File: src/rtl/router_pkt_tx_if.sv
// Handshake and byte-stream signals between the upstream payload source,
// the packet transmitter and the downstream router port.
interface router_pkt_tx_if;
    logic       start;
    logic [1:0] dest_addr;
    logic [5:0] pay_len;
    logic [7:0] pay_data;
    logic       pay_valid;
    logic       pay_ready;
    logic       abort;
    logic       busy;
    logic [7:0] data_out;
    logic       pkt_valid;
    logic       tx_idle;
    logic       done;
    logic       err;

    modport slave (
        input  start, dest_addr, pay_len, pay_data, pay_valid, abort, busy,
        output pay_ready, data_out, pkt_valid, tx_idle, done, err
    );

    modport master (
        output start, dest_addr, pay_len, pay_data, pay_valid, abort, busy,
        input  pay_ready, data_out, pkt_valid, tx_idle, done, err
    );
endinterface

File: src/rtl/router_pkt_tx.sv
// Packet transmitter: buffers a payload, then sends header, payload and an
// XOR parity byte to the router, honouring its busy back-pressure.
module router_pkt_tx (
    input  logic              clk,
    input  logic              resetn,
    router_pkt_tx_if.slave    bus
);

    typedef enum logic [2:0] {
        IDLE,
        FILL,
        HEADER,
        PAYLOAD,
        PARITY,
        GAP
    } state_t;

    state_t     state_q, state_d;
    logic [1:0] addr_q, addr_d;
    logic [5:0] len_q, len_d;
    logic [5:0] wr_cnt_q, wr_cnt_d;
    logic [5:0] rd_cnt_q, rd_cnt_d;
    logic       gap_cnt_q, gap_cnt_d;
    logic [7:0] parity_q, parity_d;
    logic [7:0] data_out_q, data_out_d;
    logic       pkt_valid_q, pkt_valid_d;
    logic       pay_ready_q, pay_ready_d;
    logic       tx_idle_q, tx_idle_d;
    logic       done_q, done_d;
    logic       err_q, err_d;

    logic [7:0] mem_q [64];
    logic       mem_we;

    always_comb begin
        state_d     = state_q;
        addr_d      = addr_q;
        len_d       = len_q;
        wr_cnt_d    = wr_cnt_q;
        rd_cnt_d    = rd_cnt_q;
        gap_cnt_d   = gap_cnt_q;
        parity_d    = parity_q;
        data_out_d  = data_out_q;
        pkt_valid_d = pkt_valid_q;
        pay_ready_d = pay_ready_q;
        done_d      = 1'b0;
        err_d       = 1'b0;
        mem_we      = 1'b0;

        unique case (state_q)
            IDLE: begin
                if (bus.start) begin
                    if (bus.dest_addr != 2'd3 && bus.pay_len != 6'd0) begin
                        addr_d      = bus.dest_addr;
                        len_d       = bus.pay_len;
                        parity_d    = 8'h00;
                        wr_cnt_d    = 6'd0;
                        rd_cnt_d    = 6'd0;
                        pay_ready_d = 1'b1;
                        state_d     = FILL;
                    end else begin
                        err_d = 1'b1;
                    end
                end
            end
            FILL: begin
                if (bus.pay_valid) begin
                    mem_we   = 1'b1;
                    wr_cnt_d = wr_cnt_q + 6'd1;
                    if (wr_cnt_q == len_q - 6'd1) begin
                        pay_ready_d = 1'b0;
                        pkt_valid_d = 1'b1;
                        data_out_d  = {len_q, addr_q};
                        parity_d    = {len_q, addr_q};
                        state_d     = HEADER;
                    end
                end
            end
            HEADER: begin
                if (!bus.busy) begin
                    data_out_d = mem_q[6'd0];
                    rd_cnt_d   = 6'd0;
                    state_d    = PAYLOAD;
                end
            end
            PAYLOAD: begin
                // data_out_q holds the byte being consumed, so it folds straight into parity
                if (!bus.busy) begin
                    parity_d = parity_q ^ data_out_q;
                    if (rd_cnt_q == len_q - 6'd1) begin
                        pkt_valid_d = 1'b0;
                        data_out_d  = parity_q ^ data_out_q;
                        state_d     = PARITY;
                    end else begin
                        rd_cnt_d   = rd_cnt_q + 6'd1;
                        data_out_d = mem_q[rd_cnt_q + 6'd1];
                    end
                end
            end
            PARITY: begin
                if (!bus.busy) begin
                    data_out_d = 8'h00;
                    gap_cnt_d  = 1'b0;
                    state_d    = GAP;
                end
            end
            GAP: begin
                if (gap_cnt_q && !bus.busy) begin
                    done_d  = 1'b1;
                    state_d = IDLE;
                end else begin
                    gap_cnt_d = 1'b1;
                end
            end
            default: begin
                state_d = IDLE;
            end
        endcase

        if (bus.abort && state_q != IDLE) begin
            state_d     = IDLE;
            pkt_valid_d = 1'b0;
            pay_ready_d = 1'b0;
            data_out_d  = 8'h00;
            done_d      = 1'b0;
            mem_we      = 1'b0;
        end

        tx_idle_d = (state_d == IDLE);
    end

    always_ff @(posedge clk) begin
        if (!resetn) begin
            state_q     <= IDLE;
            addr_q      <= 2'd0;
            len_q       <= 6'd0;
            wr_cnt_q    <= 6'd0;
            rd_cnt_q    <= 6'd0;
            gap_cnt_q   <= 1'b0;
            parity_q    <= 8'h00;
            data_out_q  <= 8'h00;
            pkt_valid_q <= 1'b0;
            pay_ready_q <= 1'b0;
            tx_idle_q   <= 1'b1;
            done_q      <= 1'b0;
            err_q       <= 1'b0;
        end else begin
            state_q     <= state_d;
            addr_q      <= addr_d;
            len_q       <= len_d;
            wr_cnt_q    <= wr_cnt_d;
            rd_cnt_q    <= rd_cnt_d;
            gap_cnt_q   <= gap_cnt_d;
            parity_q    <= parity_d;
            data_out_q  <= data_out_d;
            pkt_valid_q <= pkt_valid_d;
            pay_ready_q <= pay_ready_d;
            tx_idle_q   <= tx_idle_d;
            done_q      <= done_d;
            err_q       <= err_d;
        end
    end

    // Payload store is never cleared; every packet rewrites all entries it reads
    always_ff @(posedge clk) begin
        if (mem_we) begin
            mem_q[wr_cnt_q] <= bus.pay_data;
        end
    end

    assign bus.data_out  = data_out_q;
    assign bus.pkt_valid = pkt_valid_q;
    assign bus.pay_ready = pay_ready_q;
    assign bus.tx_idle   = tx_idle_q;
    assign bus.done      = done_q;
    assign bus.err       = err_q;

endmodule

File: src/flat_wrapper.sv
// flat-port wrapper written by rule: the top's interface ports become plain ports
module router_pkt_tx_flat 
  (clk, resetn, bus_start, bus_dest_addr, bus_pay_len, bus_pay_data, bus_pay_valid, bus_abort, bus_busy, bus_pay_ready, bus_data_out, bus_pkt_valid, bus_tx_idle, bus_done, bus_err);
  router_pkt_tx_if bus_i ();
  input  logic clk;
  input  logic resetn;
  input wire logic [$bits(bus_i.start)-1:0] bus_start;
  input wire logic [$bits(bus_i.dest_addr)-1:0] bus_dest_addr;
  input wire logic [$bits(bus_i.pay_len)-1:0] bus_pay_len;
  input wire logic [$bits(bus_i.pay_data)-1:0] bus_pay_data;
  input wire logic [$bits(bus_i.pay_valid)-1:0] bus_pay_valid;
  input wire logic [$bits(bus_i.abort)-1:0] bus_abort;
  input wire logic [$bits(bus_i.busy)-1:0] bus_busy;
  output wire logic [$bits(bus_i.pay_ready)-1:0] bus_pay_ready;
  output wire logic [$bits(bus_i.data_out)-1:0] bus_data_out;
  output wire logic [$bits(bus_i.pkt_valid)-1:0] bus_pkt_valid;
  output wire logic [$bits(bus_i.tx_idle)-1:0] bus_tx_idle;
  output wire logic [$bits(bus_i.done)-1:0] bus_done;
  output wire logic [$bits(bus_i.err)-1:0] bus_err;
  assign bus_i.start = bus_start;
  assign bus_i.dest_addr = bus_dest_addr;
  assign bus_i.pay_len = bus_pay_len;
  assign bus_i.pay_data = bus_pay_data;
  assign bus_i.pay_valid = bus_pay_valid;
  assign bus_i.abort = bus_abort;
  assign bus_i.busy = bus_busy;
  assign bus_pay_ready = bus_i.pay_ready;
  assign bus_data_out = bus_i.data_out;
  assign bus_pkt_valid = bus_i.pkt_valid;
  assign bus_tx_idle = bus_i.tx_idle;
  assign bus_done = bus_i.done;
  assign bus_err = bus_i.err;
  router_pkt_tx u_core (.clk(clk), .resetn(resetn), .bus(bus_i));
endmodule
File: config.mk
export PLATFORM = sky130hd
export DESIGN_NAME = router_pkt_tx_flat
export DESIGN_NICKNAME = d
export VERILOG_FILES = /design/src/rtl/router_pkt_tx_if.sv /design/src/rtl/router_pkt_tx.sv /design/src/flat_wrapper.sv
export SDC_FILE = /design/constraint.sdc
export NUM_CORES = 1
export LEC_CHECK = 0
export CAP_MARGIN = 20
export CORE_ASPECT_RATIO = 1.25
export CORE_MARGIN = 2
export CORE_UTILIZATION = 40
export CTS_CLUSTER_DIAMETER = 40
export DETAILED_ROUTE_END_ITERATION = 7
export PLACE_DENSITY = 0.54
export SYNTH_ARGS = -nofsm -noshare
export SYNTH_HDL_FRONTEND = slang
export SYNTH_SLANG_ARGS = --single-unit
File: constraint.sdc
create_clock -name clk -period 6.4 [get_ports clk]
set_clock_uncertainty 0.1 [all_clocks]
set_input_delay 0.96 -clock clk [delete_from_list [all_inputs] [get_ports clk]]
set_output_delay 0.96 -clock clk [all_outputs]
set_load 0.1 [all_outputs]
==> run metrics <==
R2R Path Start=u_core.rd_cnt_q[0]; Max stage delay on crit path=0.87 ns; Cell Pwr Density=310 nW/um^2; CTS tree=built; P&R area growth vs syn=15.1%; FF-to-FF End=u_core.bus.data_out[1]; post-synth net total=1262; Area after DPL=23800 sq um; Initial Util=0.404; CP cell instances=ha_4 -> buf_12 -> mux4_2 -> a211oi_1 -> a311oi_1 -> nor4_1 -> a21oi_1 -> o2111ai_1 -> o211ai_1; count leader, synth=edfxtp_1; die height=270 microns; vias in the first global route=between 10000 and 15000; Power Total=8080 uW; crit path max fanout=59; Synth Instances=1237; NumNets Final=roughly 1300; clock sink total=557; crit path launch=u_core.rd_cnt_q[0]; sequential fraction of the synthesis area=0.718; Worst Path Required=6.76 ns; vias post-DR=around 12000; Post-CTS Repair Setup Buffers=0; ant diodes=0; CP arrival=between 4 and 5 ns; hold crit path type=reg -> reg; Finished Cell Area=26100 sq um; final hold viol count=0; crit path kind=reg -> reg; # port buffers=34; CP max-delay cell=ha_4; Synth top area share=0.678; maximum VDD drop=0.000179 V; Post-CTS Resized=0; antenna viol nets, final=0; drt wl/cell=26.8 microns; Vias per Instance=around 5.7; Synth area leader=edfxtp_1; top_reg_cell synth=edfxtp_1; FF+latch count, synth=557; final setup margin=between 2 and 2.5 ns; Min-Delay Startpoint=u_core.bus.pay_ready; layout cells sized above 1=0.218; grt total ovfl=0; initial antenna violation count=0; part of the cycle the worst path needs=0.638; post-layout min period=4.08 ns; total track usage=0.197; site row count=97; fmax=245 MHz; H-Tree Depth=3; Syn Std Cell Area=22700 sq um; DRC violations left=0; Worst setup EP type=flop; final setup vio count=0; drt first pass iters=5; dpl ws=2.10 ns; CTS buffer count=70; Worst-Margin Slew=approximately 1.1 ns; critical path depth=9; critical path startpoint category=flop; timing endpoint of the critical path=u_core.bus.data_out[1]; P_leak=0.00809 uW; EDFF count, synth=512; Buf/Inv on CP=1; ys async rst share=0; MaxCap Viol Count=0; core area=~56000 sq um; largest net degree at the start of global routing=65; IO Pins=35; R2R setup slack=2.32 ns; outcome=complete, no violations; Clock Path Buffers=3; Final Max Slew Viols=0; first-pass GRT wire length=around 84000 microns; Synth area leaders=edfxtp_1 68%, mux4_2 14%, dfxtp_1 4.0%; Post-synth top cells=512 x edfxtp_1, 138 x mux4_2, 95 x nor2_1; RSZ-0062 raised after global routing=no; Synth Warn #=0; clk slew on worst S/H paths=0.06 ns; setup TNS=0 ns; initial drt markers=about 1100; Register-to-Register Path Depth=9; hold buffer count at CTS=0; routability cong.=0.870; final wirelength=56000 microns; Root Buffer=clkbuf_16; Yosys cell types=64; Die X=217 microns; die area=between 50000 and 60000 sq um; mean area per synthesized cell=between 15 and 20 sq um; crit-path leading delay family=adder cells; Clock Latency Late Sink=0.61 ns; hpwl dp=34600 microns; Rel. slew slack=0.262
==> worst reg2reg max path, stage by stage (launching register included) <==
cell and delay, ns:
dfxtp_4 0.82, ha_4 0.92, buf_12 0.46, mux4_2 0.40
a211oi_1 0.25, a311oi_1 0.13, nor4_1 0.44, a21oi_1 0.10
o2111ai_1 0.19, o211ai_1 0.12
==> cells in the final DEF (no fill, tap or decap), types with 12 or more instances in the layout <==
master | Yosys | final
nor2_1 | 95 | 95
a21oi_1 | 21 | 21
dfxtp_1 | 45 | 44
clkdlybuf4s50_1 | 0 | 26
o21ai_0 | 29 | 29
nor2b_1 | 16 | 16
clkbuf_16 | 0 | 71
inv_1 | 14 | 14
mux2i_1 | 33 | 33
and3_1 | 12 | 12
edfxtp_1 | 512 | 512
buf_4 | 5 | 17
nand2_1 | 58 | 58
nor3_1 | 12 | 12
nand2b_1 | 13 | 13
xor2_1 | 18 | 17
a22o_1 | 15 | 15
mux4_2 | 138 | 138
==> area by class of cell <==
cell class | count | area, sq um
tap | 742 | 928
sequential | 557 | 16300
clock inverter | 45 | 507
clock buffer | 80 | 1820
multi-input combinational | 598 | 6050
inverter | 14 | 52.6
fill | 4837 | 30000
timing repair buffer | 52 | 458
==> worst min path at each step <==
stage	end	slack (ns)	cells after the start
after global routing	u_core.bus.pay_ready	0.37	2
after global placement	u_core.bus.pay_ready	0.34	2
after floorplan	u_core.gap_cnt_q	0.36	2
after detailed placement	u_core.bus.pay_ready	0.35	2
after CTS	u_core.bus.pay_ready	0.36	2
final	u_core.bus.pay_ready	0.36	2
==> flip-flops by register name, summed over array words and instances (netlist names), 2 cells and up <==
name,cells
u_core.mem_q,512
u_core.bus.data_out,8
u_core.parity_q,8
u_core.len_q,6
u_core.rd_cnt_q,6
u_core.wr_cnt_q,6
u_core.state_q,3
u_core.addr_q,2
==> layer usage <==
| metal | GRT usage | share of wire | vias to the layer above |
|---|---|---|---|
| li1 | - | - | 5148 |
| met1 | 0.252 | 0.41 | 6227 |
| met2 | 0.335 | 0.51 | 340 |
| met5 | 0 | 0 | - |
| met3 | 0.0303 | 0.047 | 88 |
| met4 | 0.0789 | 0.034 | 0 |
==> cells by family (layout without fill, tap and decap cells) <==
group	count (synthesis)	in the layout	share of synthesized area
buffers and inverters	82	191	0.0170
and+or+nand+nor	248	248	0.0520
adders and majority gates	3	3	0.00166
xor gates and xnor gates	32	32	0.0142
AOI/OAI and AO/OA	144	144	0.0455
DFF	557	557	0.718
muxes	171	171	0.152
==> where the power goes <==
group	switching (uW)	leakage, uW	internal, uW
sequential	13.8	0.00497	3980
combinational	118	0.00199	49.0
clock	1560	0.00113	2360
==> stage by stage <==
step | instances | hold WS (ns) | util
after floorplan | 1237 | 0.356 | -
after global placement | 1960 | 0.341 | 0.423
after detailed placement | 1961 | 0.349 | 0.424
after CTS | 2086 | 0.356 | 0.465
after global routing | 2088 | 0.375 | 0.465
final | 2088 | 0.357 | 0.465
Power figures use the tool's default switching activity.
